<file path="src/rtl/cv32e40x_instr_obi_adapter.sv">
// Instruction-side OBI adapter: turns the prefetcher's valid/ready/addr handshake into an
// OBI address phase. Once a request is raised it holds req/addr stable until granted, and
// it limits how many granted transactions may await rvalid. Responses are passed straight
// through to the prefetcher with no buffering.
module cv32e40x_instr_obi_adapter #(
    parameter int unsigned MAX_OUTSTANDING = 2
) (
    input  logic                                       clk,
    input  logic                                       rst_n,

    // Prefetcher transaction interface
    input  logic                                       trans_valid_i,
    output logic                                       trans_ready_o,
    input  logic [31:0]                                trans_addr_i,

    // Response interface back to the prefetcher
    output logic                                       resp_valid_o,
    output logic [31:0]                                resp_rdata_o,
    output logic                                       resp_err_o,

    // OBI instruction bus
    output logic                                       instr_req_o,
    input  logic                                       instr_gnt_i,
    output logic [31:0]                                instr_addr_o,
    input  logic                                       instr_rvalid_i,
    input  logic [31:0]                                instr_rdata_i,
    input  logic                                       instr_err_i,

    // Status
    output logic [$clog2(MAX_OUTSTANDING+1)-1:0]       outstanding_cnt_o,
    output logic                                       busy_o,
    output logic                                       protocol_err_o
);

    localparam int unsigned CNT_W = $clog2(MAX_OUTSTANDING + 1);
    localparam logic [CNT_W-1:0] CNT_MAX = CNT_W'(MAX_OUTSTANDING);
    localparam logic [CNT_W-1:0] CNT_ONE = CNT_W'(1);

    // TRANSPARENT: bus follows the prefetcher combinationally.
    // REGISTERED: an ungranted request is being held on the bus from addr_q.
    typedef enum logic [0:0] {
        StTransparent,
        StRegistered
    } state_e;

    state_e           state_q, state_d;
    logic [31:0]      addr_q, addr_d;
    logic [CNT_W-1:0] cnt_q, cnt_d;
    logic             perr_q, perr_d;

    logic             full;
    logic             bus_hs;

    // A response arriving this cycle does not free a slot until next cycle.
    assign full   = (cnt_q == CNT_MAX);
    assign bus_hs = instr_req_o && instr_gnt_i;

    // State, held address, outstanding counter and sticky protocol error
    always_ff @(posedge clk or negedge rst_n) begin
        if (!rst_n) begin
            state_q <= StTransparent;
            addr_q  <= 32'h0;
            cnt_q   <= '0;
            perr_q  <= 1'b0;
        end else begin
            state_q <= state_d;
            addr_q  <= addr_d;
            cnt_q   <= cnt_d;
            perr_q  <= perr_d;
        end
    end

    // Address-phase FSM: next state, held address capture and bus/handshake outputs
    always_comb begin
        state_d       = state_q;
        addr_d        = addr_q;
        instr_req_o   = 1'b0;
        instr_addr_o  = trans_addr_i;
        trans_ready_o = 1'b0;

        unique case (state_q)
            StTransparent: begin
                instr_req_o   = trans_valid_i && !full;
                instr_addr_o  = trans_addr_i;
                trans_ready_o = instr_gnt_i && !full;
                if (instr_req_o && !instr_gnt_i) begin
                    // Freeze the address so a prefetcher branch cannot disturb the bus.
                    addr_d  = trans_addr_i;
                    state_d = StRegistered;
                end
            end
            StRegistered: begin
                // The slot was reserved when req first went high, so full is not consulted.
                instr_req_o   = 1'b1;
                instr_addr_o  = addr_q;
                trans_ready_o = 1'b0;
                if (instr_gnt_i) begin
                    state_d = StTransparent;
                end
            end
            default: begin
                state_d = StTransparent;
            end
        endcase
    end

    // Outstanding counter: +1 per bus grant, -1 per rvalid, saturating at both ends
    always_comb begin
        cnt_d  = cnt_q;
        perr_d = perr_q;

        if (instr_rvalid_i && (cnt_q == '0)) begin
            // Response with nothing outstanding: flag it and never underflow.
            perr_d = 1'b1;
        end

        if (bus_hs && !instr_rvalid_i) begin
            if (cnt_q != CNT_MAX) begin
                cnt_d = cnt_q + CNT_ONE;
            end
        end else if (!bus_hs && instr_rvalid_i) begin
            if (cnt_q != '0) begin
                cnt_d = cnt_q - CNT_ONE;
            end
        end
    end

    // Zero-latency response pass-through and status outputs
    always_comb begin
        resp_valid_o      = instr_rvalid_i;
        resp_rdata_o      = instr_rdata_i;
        resp_err_o        = instr_err_i;
        outstanding_cnt_o = cnt_q;
        busy_o            = (cnt_q != '0) || (state_q == StRegistered);
        protocol_err_o    = perr_q;
    end

endmodule
</file>
<file path="config.mk">
export PLATFORM = sky130hd
export DESIGN_NAME = cv32e40x_instr_obi_adapter
export DESIGN_NICKNAME = d
export VERILOG_FILES = /design/src/rtl/cv32e40x_instr_obi_adapter.sv
export SDC_FILE = /design/constraint.sdc
export NUM_CORES = 1
export LEC_CHECK = 0
export BUFFER_PORTS_ARGS = -buffer_cell sky130_fd_sc_hd__buf_2
export CORE_ASPECT_RATIO = 0.5
export CORE_MARGIN = 5
export CORE_UTILIZATION = 42
export DETAILED_ROUTE_END_ITERATION = 12
export PLACE_DENSITY = 0.81
export SLEW_MARGIN = 10
export SYNTH_ARGS = -nofsm -noshare
export SYNTH_HDL_FRONTEND = slang
export SYNTH_SLANG_ARGS = --single-unit
</file>
<file path="constraint.sdc">
create_clock -name clk -period 2.1 [get_ports clk]
set_input_delay 0.42 -clock clk [delete_from_list [all_inputs] [get_ports clk]]
set_output_delay 0.42 -clock clk [all_outputs]
set_load 0.01 [all_outputs]
</file>
==> Yosys cells after proc, flatten, opt, wreduce, memory -nomap -nowiden <==
Index checks and enable logic that the tools add are counted.
{ "word_totals": {"n_memories": 0, "word_cells": 38, "mem_bits_rw": 0, "latchBits": 0, "regBits": 36, "romBits": 0, "in_bits": 70, "output_inout_bits": 72} }
{ "classes": {"order_cmp": 0, "bitwise": 1, "n_addsub": 2, "shifts": 0, "n_mul": 0, "div_mod_pow": 0, "n_eq_ne": 3, "reduce_logical": 18, "n_mux": 10} }
{ "ops": {"columns": ["operator", "n"], "rows": [
  ["$pmux 32 s2", 1],
  ["$mux 2", 4],
  ["$logic_and 1x1->1", 7],
  ["$pmux 1 s2", 3],
  ["$reduce_bool 2->1", 3],
  ["$logic_not 1->1", 4],
  ["$reduce_and 3->1", 1],
  ["$add 2x1->2 const B", 1],
  ["$eq 2x2->1 const B", 1],
  ["$logic_not 2->1", 1],
  ["$mux 1", 2],
  ["$ne 2x1->1 const B", 1],
  ["$ne 2x2->1 const B", 1],
  ["$reduce_and 2->1", 1],
  ["$sub 2x1->2 const B", 1],
  ["$logic_or 1x1->1", 1],
  ["$not 1->1", 1]
]} }

==> Logic depth before layout (Yosys ltp) <==
{ "depth": {"depth_word": 9, "mapped_depth": 7} }

==> Worst setup path before layout <==
No wires, ideal clock.
{ "synth_path": {"path_type": "register -> register", "from": "register cnt_q[1] (netlist: outstanding_cnt_o[1])", "to": "register addr_q[27]", "n_path_buf": 1, "path_stages_with_launch": 5, "required_ps": 1975, "arrival_time_ps": 1507, "slack_ps": 468, "path_cell_list": "dfrtp_1 nor2b_4 nor4b_4 buf_6 mux2_2"} }
{ "synth_between": {"elab_chain_len": 5} }
{ "synth_lines": {"columns": ["item", "line_no", "source"], "rows": [
  ["start: declaration", "48", "logic [CNT_W-1:0] cnt_q, cnt_d;"],
  ["start signal: assignment", "68", "cnt_q <= cnt_d;"],
  ["$eq 2x2->1", "55", "assign full = (cnt_q == CNT_MAX);"],
  ["$logic_not 1->1", "83", "instr_req_o = trans_valid_i && !full;"],
  ["$logic_and 1x1->1", "83", null],
  ["$logic_and 1x1->1", "86", "if (instr_req_o && !instr_gnt_i) begin"],
  ["$reduce_and 2->1 (no source line)", null, null],
  ["end signal: assignment", "67", "addr_q <= addr_d;"],
  ["end: declaration", "47", "logic [31:0] addr_q, addr_d;"]
]} }
No other way between the ends.
A chain may end at the register's enable or synchronous reset.

==> Final worst setup path <==
{ "layout_path": {"from": "register state_q", "to": "output instr_addr_o[19]"} }
{ "layout_between": {"elab_chain_len": 2} }
{ "layout_lines": {"columns": ["item", "line_no", "source"], "rows": [
  ["start: declaration", "46", "state_e state_q, state_d;"],
  ["start signal: assignment", "61", "state_q <= StTransparent;"],
  ["start signal: assignment", "66", "state_q <= state_d;"],
  ["$not 1->1 (no source line)", null, null],
  ["$pmux 32 s2 *", "81", "unique case (state_q)"],
  ["end: declaration", "24", "output logic [31:0] instr_addr_o,"]
]} }
Mark *: on every way between the ends. The rest lies on a longest branch, timed or not.

==> results.txt <==
setup bufs post-CTS - 0
Layout Cells excl Fill - 279
final core occ - 48.7%
total length of routed wires - 4310 µm
Hold-fix buffers, CTS - 0
Post-synth EDFFs - 0
total number of vias - 1358
CP max stage delay - 370 ps
Die Area - 6570 µm²
Hold Slack - 213 ps
CTS buffer count - 5
Slew @ Worst Pin - 776 ps
M1 WL - 1410 µm
initial core utilization - 43.0%
CTS HTree Levels - 2
row count - 18
startpoint types - register
Reg clk slew, reported paths - 80 ps
largest area contributor in the netlist - dfrtp_1
P&R area growth vs syn - 13.2%
largest net degree at the start of global routing - 37
Tot Pwr - 2.04 mW
Met2 Wirelength - 2510 µm
Placed Cells incl. Taps - 271
ant diodes - 0
vias in the first global route - 1428
Cell Chain, Critical Path - buf_4 > mux2_2 > buf_2
1st-iter DRT viols - 32
Post-route DRC - 0
top-count cell post-synth - mux2_2
CP Max Fanout - 18
status - complete, no violations
first-pass GRT wire length - 6530 µm
Worst Path Buf+Inv - 2
Final min period - 1850 ps
Leak - 1.11 nW
Syn Inst Count - 163
Synth top cells by count - 62 x mux2_2, 36 x dfrtp_1, 34 x buf_4
vias per cell - 4.87
Die Ht - 59.9 µm
Routed Antenna Nets - 0
final max-slew violation count - 0
Synth Area per Inst - 12.8 µm²
Slowest-stage cell, CP - mux2_2
top cells by area, synth - dfrtp_1 43%, mux2_2 33%, buf_4 12%, buf_6 1.6%, nor4b_4 1.1%
Power Density - 861 nW/µm²
Tot GR Track Use - 13.0%
crit path DAT - 1430 ps
syn nets - 234
max_cap viols - 0
register bit total from synthesis - 36
Max Root-Sink Buffers - 2
critical path class - reg2out
overflow left after global routing - 0
Hold Fails Final Rpt - 0
met3 WL post-DR - 322 µm
Slew headroom - 48.3%
Clock Latency Late Sink - 290 ps
layout cells sized above 1 - 72.2%
skew final - 8.93 ps
routability congestion estimate - 0.709
WP data required - 1680 ps
fill cell count - 463
TNS Setup - 0 ps
cells resized by post-CTS repair - 0
Final setup viols - 0
Post-Syn Area - 2090 µm²
async set or reset register ratio after synthesis - 100%
CTS Root Cell - clkbuf_8
Chip Width - 110 µm
Distinct cells, synth - 22
YS warnings - 0
first drt pass iteration count - 3
Synth top area share - 43.1%
final net count - 279
DR top layer - met4
initial antenna violation count - 0
CP delay by family, top - buffers and inverters
Achievable Freq - 0.541 GHz
Most used DFF post-synth - dfrtp_1
CP Capture Type - output port
Max VDD drop - 0.388 mV
register area share after synthesis - 43.1%
drt wl/cell - 15.5 µm
RSZ-0062 raised after global routing - no
CTS Sinks - 36
crit share post-route - 88.0%
HP Class - in2async
dpl hpwl - 3450 µm
CORE AREA - 4860 µm²
CTS tree - yes
I/O pin count - 142
input/output buffers - 75
## registers in the layout, indices dropped and copies added (netlist names)
name	count
addr_q	32
protocol_err_o	1
state_q	1
outstanding_cnt_o	2
## kinds of logic after synthesis
kind of cell / share of synthesized area (%)
multiplexers: 34.5
AND/OR/NAND/NOR: 4.85
AO/OA/AOI/OAI: 1.44
adder cells (fa/ha/maj): 0.598
flip-flops: 43.1
XOR/XNOR: 0.419
buffers and inverters: 15.1
## worst paths after layout
check | end | slack (ps) | startpoint | depth (start not counted)
min in group clk | state_q | 360 | instr_gnt_i | 2
hold reg to reg | protocol_err_o | 460 | protocol_err_o | 1
setup / recovery | instr_addr_o[19] | 250 | state_q | 3
hold / removal | addr_q[6] | 210 | rst_n | 1
max in group asynchronous | outstanding_cnt_o[1] | 1390 | rst_n | 1
setup reg to reg | outstanding_cnt_o[1] | 300 | outstanding_cnt_o[0] | 7
## metrics by stage
step | setup slack [ps] | area [µm²]
2_1_floorplan | 468 | 2090
3_5_place_dp | 301 | 2270
3_3_place_gp | 424 | 2270
5_1_grt | 74.0 | 2370
6_report | 251 | 2370
4_1_cts | 243 | 2370
## worst reg2reg max path, delay by kind of cell (launching register included)
kind,cells,cell delay (ps)
simple gates,4,570
fa+ha+maj,1,330
flops,1,480
compound gates,2,370
## cell usage in the layout (no fill, tap or decap), types with 2 or more instances in the layout
| master | synthesis | routed |
|---|---|---|
| nor2b_1 | 2 | 2 |
| a21o_1 | 2 | 2 |
| clkinv_2 | 0 | 2 |
| dfrtp_1 | 36 | 36 |
| mux2_2 | 62 | 62 |
| clkbuf_8 | 0 | 6 |
| mux2_1 | 2 | 2 |
| o21ai_0 | 2 | 2 |
| buf_4 | 34 | 4 |
| inv_1 | 2 | 2 |
| nor3b_1 | 2 | 2 |
| buf_2 | 4 | 75 |
| nor2_1 | 2 | 2 |
## power breakdown
group | internal, mW | switching (mW)
combinational | 0.342 | 0.250
clock | 0.262 | 0.242
sequential | 0.857 | 0.0851
total | 1.46 | 0.577
## routing by layer
metal | vias up | GRT usage (%)
met5 | - | 0
met4 | 0 | 6.04
met3 | 14 | 3.24
met2 | 52 | 26.4
met1 | 671 | 12.3
li1 | 621 | -
## cell type report
class	instances	area (µm²)	share of cell area, %
clock buffer	6	82.6	3.49
clock inverter	2	10.0	0.423
inverter	2	7.51	0.317
multi-input combinational	84	873	36.9
sequential	36	901	38.1
tap	70	87.6	3.70
timing repair buffer	79	405	17.1
(Power assumes the default switching activity.)
